===== config.mk =====
export PLATFORM = sky130hd
export DESIGN_NAME = cdb_arbiter
export DESIGN_NICKNAME = d
export VERILOG_FILES = /design/src/rtl/cdb_pkg.sv /design/src/rtl/rr_picker.sv /design/src/rtl/cdb_arbiter.sv
export SDC_FILE = /design/constraint.sdc
export NUM_CORES = 1
export LEC_CHECK = 0
export CORE_ASPECT_RATIO = 0.5
export CORE_MARGIN = 2
export CORE_UTILIZATION = 39
export DETAILED_ROUTE_END_ITERATION = 10
export HOLD_SLACK_MARGIN = 0.03
export PLACE_DENSITY_LB_ADDON = 0.12
export SETUP_SLACK_MARGIN = 0.05
export SLEW_MARGIN = 25
export SYNTH_ARGS = -nofsm -noshare
export SYNTH_HDL_FRONTEND = slang
export SYNTH_SLANG_ARGS = --single-unit

===== constraint.sdc =====
create_clock -name clk -period 3.5 [get_ports clk]
set_input_delay 0.525 -clock clk [delete_from_list [all_inputs] [get_ports clk]]
set_output_delay 0.525 -clock clk [all_outputs]
set_load 0.05 [all_outputs]

===== src/rtl/cdb_pkg.sv =====
// Shared CDB definitions: default widths, the invalid tag and the arbiter FSM states.
package cdb_pkg;

    localparam int CDB_TAG_W  = 5;
    localparam int CDB_DATA_W = 32;

    // All-ones tag: "no producer", never a live reservation-station tag.
    localparam logic [CDB_TAG_W-1:0] INVALID_TAG = '1;

    typedef enum logic [1:0] {
        IDLE  = 2'd0,
        BCAST = 2'd1,
        GAP   = 2'd2
    } cdb_state_e;

    // Width of a unit index; at least one bit so a single-unit build still has a pointer.
    function automatic int ptr_width(input int n);
        return (n > 1) ? $clog2(n) : 1;
    endfunction

endpackage


===== src/rtl/rr_picker.sv =====
// Combinational round-robin picker: first eligible unit strictly after ptr_i, wrapping to 0.
module rr_picker
    import cdb_pkg::*;
#(
    parameter int NUM_UNITS = 4,
    parameter int PTR_W     = ptr_width(NUM_UNITS)
) (
    input  logic [NUM_UNITS-1:0] elig_i,
    input  logic [PTR_W-1:0]     ptr_i,
    output logic [NUM_UNITS-1:0] win_o,
    output logic                 valid_o
);

    logic [PTR_W-1:0] idx;
    logic             found;

    // NOTE: every variable written here gets a default first, so no path leaves one
    // unassigned and no latch is inferred.
    always_comb begin
        win_o = '0;
        found = 1'b0;
        idx   = '0;
        for (int off = 1; off <= NUM_UNITS; off++) begin
            idx = PTR_W'((int'(ptr_i) + off) % NUM_UNITS);
            if (!found && elig_i[idx]) begin
                win_o[idx] = 1'b1;
                found      = 1'b1;
            end
        end
        valid_o = found;
    end

endmodule


===== src/rtl/cdb_arbiter.sv =====
// Common-data-bus arbiter: IDLE -> BCAST (one cycle) -> GAP (one cycle), round-robin winner.
// Optional macro CDB_TAG_CHECK_EN: suppress broadcast of INVALID_TAG and raise sticky out_err.
module cdb_arbiter
    import cdb_pkg::*;
#(
    parameter int NUM_UNITS = 4,
    parameter int TAG_W     = CDB_TAG_W,
    parameter int DATA_W    = CDB_DATA_W
) (
    input  logic                          clk,
    input  logic                          rst_n,
    input  logic [NUM_UNITS-1:0]          in_req,
    input  logic [NUM_UNITS*TAG_W-1:0]    in_tag,
    input  logic [NUM_UNITS*DATA_W-1:0]   in_val,
    output logic [NUM_UNITS-1:0]          out_grant,
    output logic                          out_CDB_broadcast,
    output logic [TAG_W-1:0]              out_CDB_tag,
    output logic [DATA_W-1:0]             out_CDB_val,
    output logic                          out_busy
`ifdef CDB_TAG_CHECK_EN
    ,
    output logic                          out_err
`endif
);

    localparam int               PTR_W    = ptr_width(NUM_UNITS);
    localparam logic [PTR_W-1:0] PTR_RST  = PTR_W'(NUM_UNITS - 1);
    // INVALID_TAG generalised to TAG_W: all ones at any width.
    localparam logic [TAG_W-1:0] TAG_NONE = '1;

    cdb_state_e             state_q, state_d;
    logic [PTR_W-1:0]       ptr_q, ptr_d;
    logic [NUM_UNITS-1:0]   grant_q, grant_d;
    logic                   bcast_q, bcast_d;
    logic [TAG_W-1:0]       tag_q, tag_d;
    logic [DATA_W-1:0]      val_q, val_d;

    logic [NUM_UNITS-1:0]   elig;
    logic [NUM_UNITS-1:0]   win;
    logic                   win_valid;
    logic [PTR_W-1:0]       win_idx;
    logic [TAG_W-1:0]       win_tag;
    logic [DATA_W-1:0]      win_val;
    logic                   tag_bad;
    logic                   select;

    // The unit currently holding the grant must not win again off its stale request.
    assign elig = in_req & ~grant_q;

    rr_picker #(
        .NUM_UNITS (NUM_UNITS),
        .PTR_W     (PTR_W)
    ) u_picker (
        .elig_i  (elig),
        .ptr_i   (ptr_q),
        .win_o   (win),
        .valid_o (win_valid)
    );

    always_comb begin : winner_mux
        win_idx = '0;
        win_tag = '0;
        win_val = '0;
        for (int i = 0; i < NUM_UNITS; i++) begin
            if (win[i]) begin
                win_idx = PTR_W'(i);
                win_tag = in_tag[i*TAG_W +: TAG_W];
                win_val = in_val[i*DATA_W +: DATA_W];
            end
        end
    end

`ifdef CDB_TAG_CHECK_EN
    assign tag_bad = (win_tag == TAG_NONE);
`else
    assign tag_bad = 1'b0;
`endif

    assign select = win_valid && (state_q == IDLE || state_q == GAP);

    always_comb begin : next_state
        state_d = state_q;
        ptr_d   = ptr_q;
        grant_d = '0;
        bcast_d = 1'b0;
        tag_d   = TAG_NONE;
        val_d   = '0;
        unique case (state_q)
            IDLE, GAP: begin
                if (select) begin
                    state_d = BCAST;
                    ptr_d   = win_idx;
                    grant_d = win;
                    if (!tag_bad) begin
                        bcast_d = 1'b1;
                        tag_d   = win_tag;
                        val_d   = win_val;
                    end
                end else begin
                    state_d = IDLE;
                end
            end
            // Broadcast lasts one cycle; the gap gives consumers a fresh rising edge.
            BCAST:   state_d = GAP;
            default: state_d = IDLE;
        endcase
    end

    // NOTE: sequential state uses non-blocking assignments so every register samples
    // the pre-edge values, independent of statement order.
    always_ff @(posedge clk or negedge rst_n) begin
        if (!rst_n) begin
            state_q <= IDLE;
            ptr_q   <= PTR_RST;
            grant_q <= '0;
            bcast_q <= 1'b0;
            tag_q   <= TAG_NONE;
            val_q   <= '0;
        end else begin
            state_q <= state_d;
            ptr_q   <= ptr_d;
            grant_q <= grant_d;
            bcast_q <= bcast_d;
            tag_q   <= tag_d;
            val_q   <= val_d;
        end
    end

`ifdef CDB_TAG_CHECK_EN
    logic err_q, err_d;

    assign err_d = err_q | (select & tag_bad);

    always_ff @(posedge clk or negedge rst_n) begin
        if (!rst_n) begin
            err_q <= 1'b0;
        end else begin
            err_q <= err_d;
        end
    end

    assign out_err = err_q;
`endif

    assign out_grant         = grant_q;
    assign out_CDB_broadcast = bcast_q;
    assign out_CDB_tag       = tag_q;
    assign out_CDB_val       = val_q;
    assign out_busy          = (state_q != IDLE);

endmodule


==> flow_summary.toml <==
[status]
run_status = "finished clean"

[sta]
timing_hold_violations_final = 0
final_period_minus_worst_setup_slack_ns = 3.13
worst_clock_skew_on_the_final_layout_ns = 0.00696
total_negative_slack_ns = 0
setup_repair_after_global_routing_missed_its_margin = "false"
worst_slew_pin_slew_ns = 0.840
setup_viol = 0
final_cycle_share = 0.895
peak_freq_mhz = 319
final_critical_path_setup_slack_ns = 0.368
relSlewSlack = 0.436
slew_violations = 0

[power_and_ir_drop]
powerDensity_nw_per_um2 = 979
ir_drop_mv = 0.940
p_leak_nw = 2.24

[grt]
global_route.usage.total = 0.243
first_global_vias = 3564
grt_antenna_before_repair = 0
grt_start_max_net_pins = 46
grt-ovfl-total = 0
wire_length_of_the_first_global_routing_pass_um = 18200

[critical_path]
criticalPathCategory = "reg -> reg"
setup.reg_to_reg.worst_slack_ns = 0.37
worst_r2r_endpoint = "out_CDB_tag[3]"
crit_end_element = "register"
worstPathMaxFanout = 9
crit_path_max_incr_delay_ns = 0.64
slowest_stage = "sky130_fd_sc_hd__dfstp_2"
r2r_cells = 8
element_type_at_the_critical_path_start = "register"
required_ns = 3.70
worstPathArrival_ns = 3.34
r2r_start = "ptr_q[1]"
cp_cell_sequence = "inv_1 -> ha_1 -> mux4_2 -> mux2_1 -> nand3_1 -> or3_1 -> nor2_2 -> a31oi_1"

[route]
drt.antenna.violating_nets = 0
drt_first_pass_iters = 4
drc = 0
routed_via_density = 5.34
first_iter_violations = 167
via_count = 3420
postRouteWirelength_um = 11300
routedWlPerCell_um = 17.7

[clock_tree]
cts_num_sinks = 45
cts_tree = "yes"
cts_inserted_buffers = 5
worst_skew_pair.late_latency_ns = 0.29
post_cts_buffers = 0
clk_pin_slew_worst_paths_ns = 0.06
hold_fix_buffers_at_cts = 0
ctsLongestPathBuffers = 2
cts_resized = 0
ctsRootBufferMaster = "sky130_fd_sc_hd__clkbuf_16"
htreeDepth = 2

[synthesis]
syn-cell-area_um2 = 3430
synth-seq-area-share = 0.331
syn_avg_cell_area_um2 = 10.3
syn-instance-count = 332
synth.distinct_cells = 51
yosysWarnings = 0
synth_top_cell_by_area = "sky130_fd_sc_hd__dfrtp_1"
synth_seq_cells = 45
synth.top_cells.by_area = "sky130_fd_sc_hd__dfrtp_1, sky130_fd_sc_hd__o221ai_2, sky130_fd_sc_hd__a21boi_0"
portion_of_synthesized_cell_area_occupied_by_the_leading_cell_type = 0.277
synth-edff-count = 0
mappedNetlistNets = 494
postSynth.topFlopCell = "sky130_fd_sc_hd__dfrtp_1"
ys_async_sr_fraction = 1.00

[finish]
num-nets-final = 685
ff_latch_area_um2 = 1130
nFillCells = 720
final_common_cell = "sky130_fd_sc_hd__clkdlybuf4s50_1"
final_cell_mix = "sky130_fd_sc_hd__clkdlybuf4s50_1, sky130_fd_sc_hd__nand3_1, sky130_fd_sc_hd__dfrtp_1, sky130_fd_sc_hd__inv_1, sky130_fd_sc_hd__a21boi_0"
fraction_of_final_layout_cells_sized_beyond_drive_strength_1 = 0.179
syn_to_final_growth_pct = 67.1
num_antenna_cells = 0
footprint_of_the_multi_input_gates_um2 = 1990
layout.core_utilization = 0.665

[floorplanning]
coreArea_um2 = 8620
design.portCount = 197
initial_core_util = 0.398
total_number_of_placement_rows = 24
die_area_um2 = 9610
die_height_um = 70.3
die_w_um = 137

[place]
io_buffers = 196
post-place-ws_ns = 0.351
detailedPlacementHpwl_um = 8500
gp_congestion = 0.877

[hold_path]
class_of_the_worst_hold_path = "in -> async"

[run]
cap_violations = 0
-- cells by family after synthesis --
logic type	after synthesis	synth area share
compound gates	123	0.382
simple gates	87	0.152
buf+inv	67	0.0959
flops	45	0.331
fa+ha+maj	8	0.0292
mux	2	0.00985
-- how the worst max path moves through the flow --
stage | from | end | slack (ns) | cells past startpoint
5_1_grt | ptr_q[1] | out_CDB_tag[4] | 0.14 | 8
3_5_place_dp | in_req[1] | out_CDB_tag[3] | 0.35 | 8
6_report | ptr_q[1] | out_CDB_tag[3] | 0.37 | 8
2_1_floorplan | ptr_q[0] | out_CDB_val[27] | 0.48 | 10
3_3_place_gp | in_req[0] | out_CDB_val[0] | 0.39 | 9
4_1_cts | ptr_q[1] | out_CDB_tag[4] | 0.36 | 8
-- sequential cells by signal, summed over array words and instances, names as in the netlist --
name and flops:
ptr_q 2, out_CDB_val 32, state_q 2, out_grant 4
out_CDB_tag 5
-- power breakdown --
group	total (W)	switching [W]	internal, W	leakage, nW
Clock	0.000485	0.000200	0.000285	0.0712
Combinational	0.00433	0.00261	0.00172	1.58
Sequential	0.000801	0.0000669	0.000734	0.582
-- area by class of cell --
class / instances / area share
sequential: 45 / 0.198
inverter: 37 / 0.0242
clock buffer: 8 / 0.0255
timing repair buffer: 214 / 0.381
multi-input combinational: 220 / 0.346
tap: 117 / 0.0255
-- stage by stage --
step	hold slack (ns)	cells	total power, W	instance area [µm²]
2_1_floorplan	0.229	332	0.00388	3430
3_3_place_gp	0.407	633	0.00512	5590
3_5_place_dp	0.410	633	0.00513	5590
4_1_cts	0.269	641	0.00563	5730
5_1_grt	0.289	641	0.00596	5730
6_report	0.235	641	0.00561	5730
-- cell usage after synthesis (2+ instances only) --
master and instances:
sky130_fd_sc_hd__nand2_1 8, sky130_fd_sc_hd__dfrtp_1 38, sky130_fd_sc_hd__buf_6 7, sky130_fd_sc_hd__nor2_1 6, sky130_fd_sc_hd__nor2b_1 4, sky130_fd_sc_hd__a221o_1 2, sky130_fd_sc_hd__a31oi_2 4, sky130_fd_sc_hd__a21boi_0 32
sky130_fd_sc_hd__o2111ai_1 4, sky130_fd_sc_hd__a22o_1 2, sky130_fd_sc_hd__o32ai_1 5, sky130_fd_sc_hd__clkbuf_1 15, sky130_fd_sc_hd__nand3_1 38, sky130_fd_sc_hd__ha_1 8, sky130_fd_sc_hd__nor3_1 7, sky130_fd_sc_hd__nand2b_1 2
sky130_fd_sc_hd__o221ai_1 2, sky130_fd_sc_hd__inv_1 37, sky130_fd_sc_hd__dfstp_2 7, sky130_fd_sc_hd__o221ai_2 30, sky130_fd_sc_hd__a31oi_4 10, sky130_fd_sc_hd__a21oi_1 2, sky130_fd_sc_hd__buf_2 7, sky130_fd_sc_hd__or3_1 2
sky130_fd_sc_hd__and3_1 4, sky130_fd_sc_hd__a31oi_1 23, sky130_fd_sc_hd__and4bb_2 2
-- worst max-delay path, delay by kind of cell (launching register included) --
family | cells | cell delay [ns]
buffers and inverters | 1 | 0.08
muxes | 2 | 0.82
and+or+nand+nor | 3 | 1.02
adders and majority gates | 1 | 0.36
AOI/OAI and AO/OA | 1 | 0.13
DFF | 1 | 0.64
-- routing by layer --
metal	vias to the layer above	GRT usage	share of wire
li1	1651	-	-
met1	1656	0.307	0.43
met2	98	0.417	0.50
met3	15	0.0501	0.047
met4	0	0.0694	0.016
met5	-	0	0
Note: power is estimated with default switching activity, not from simulation.
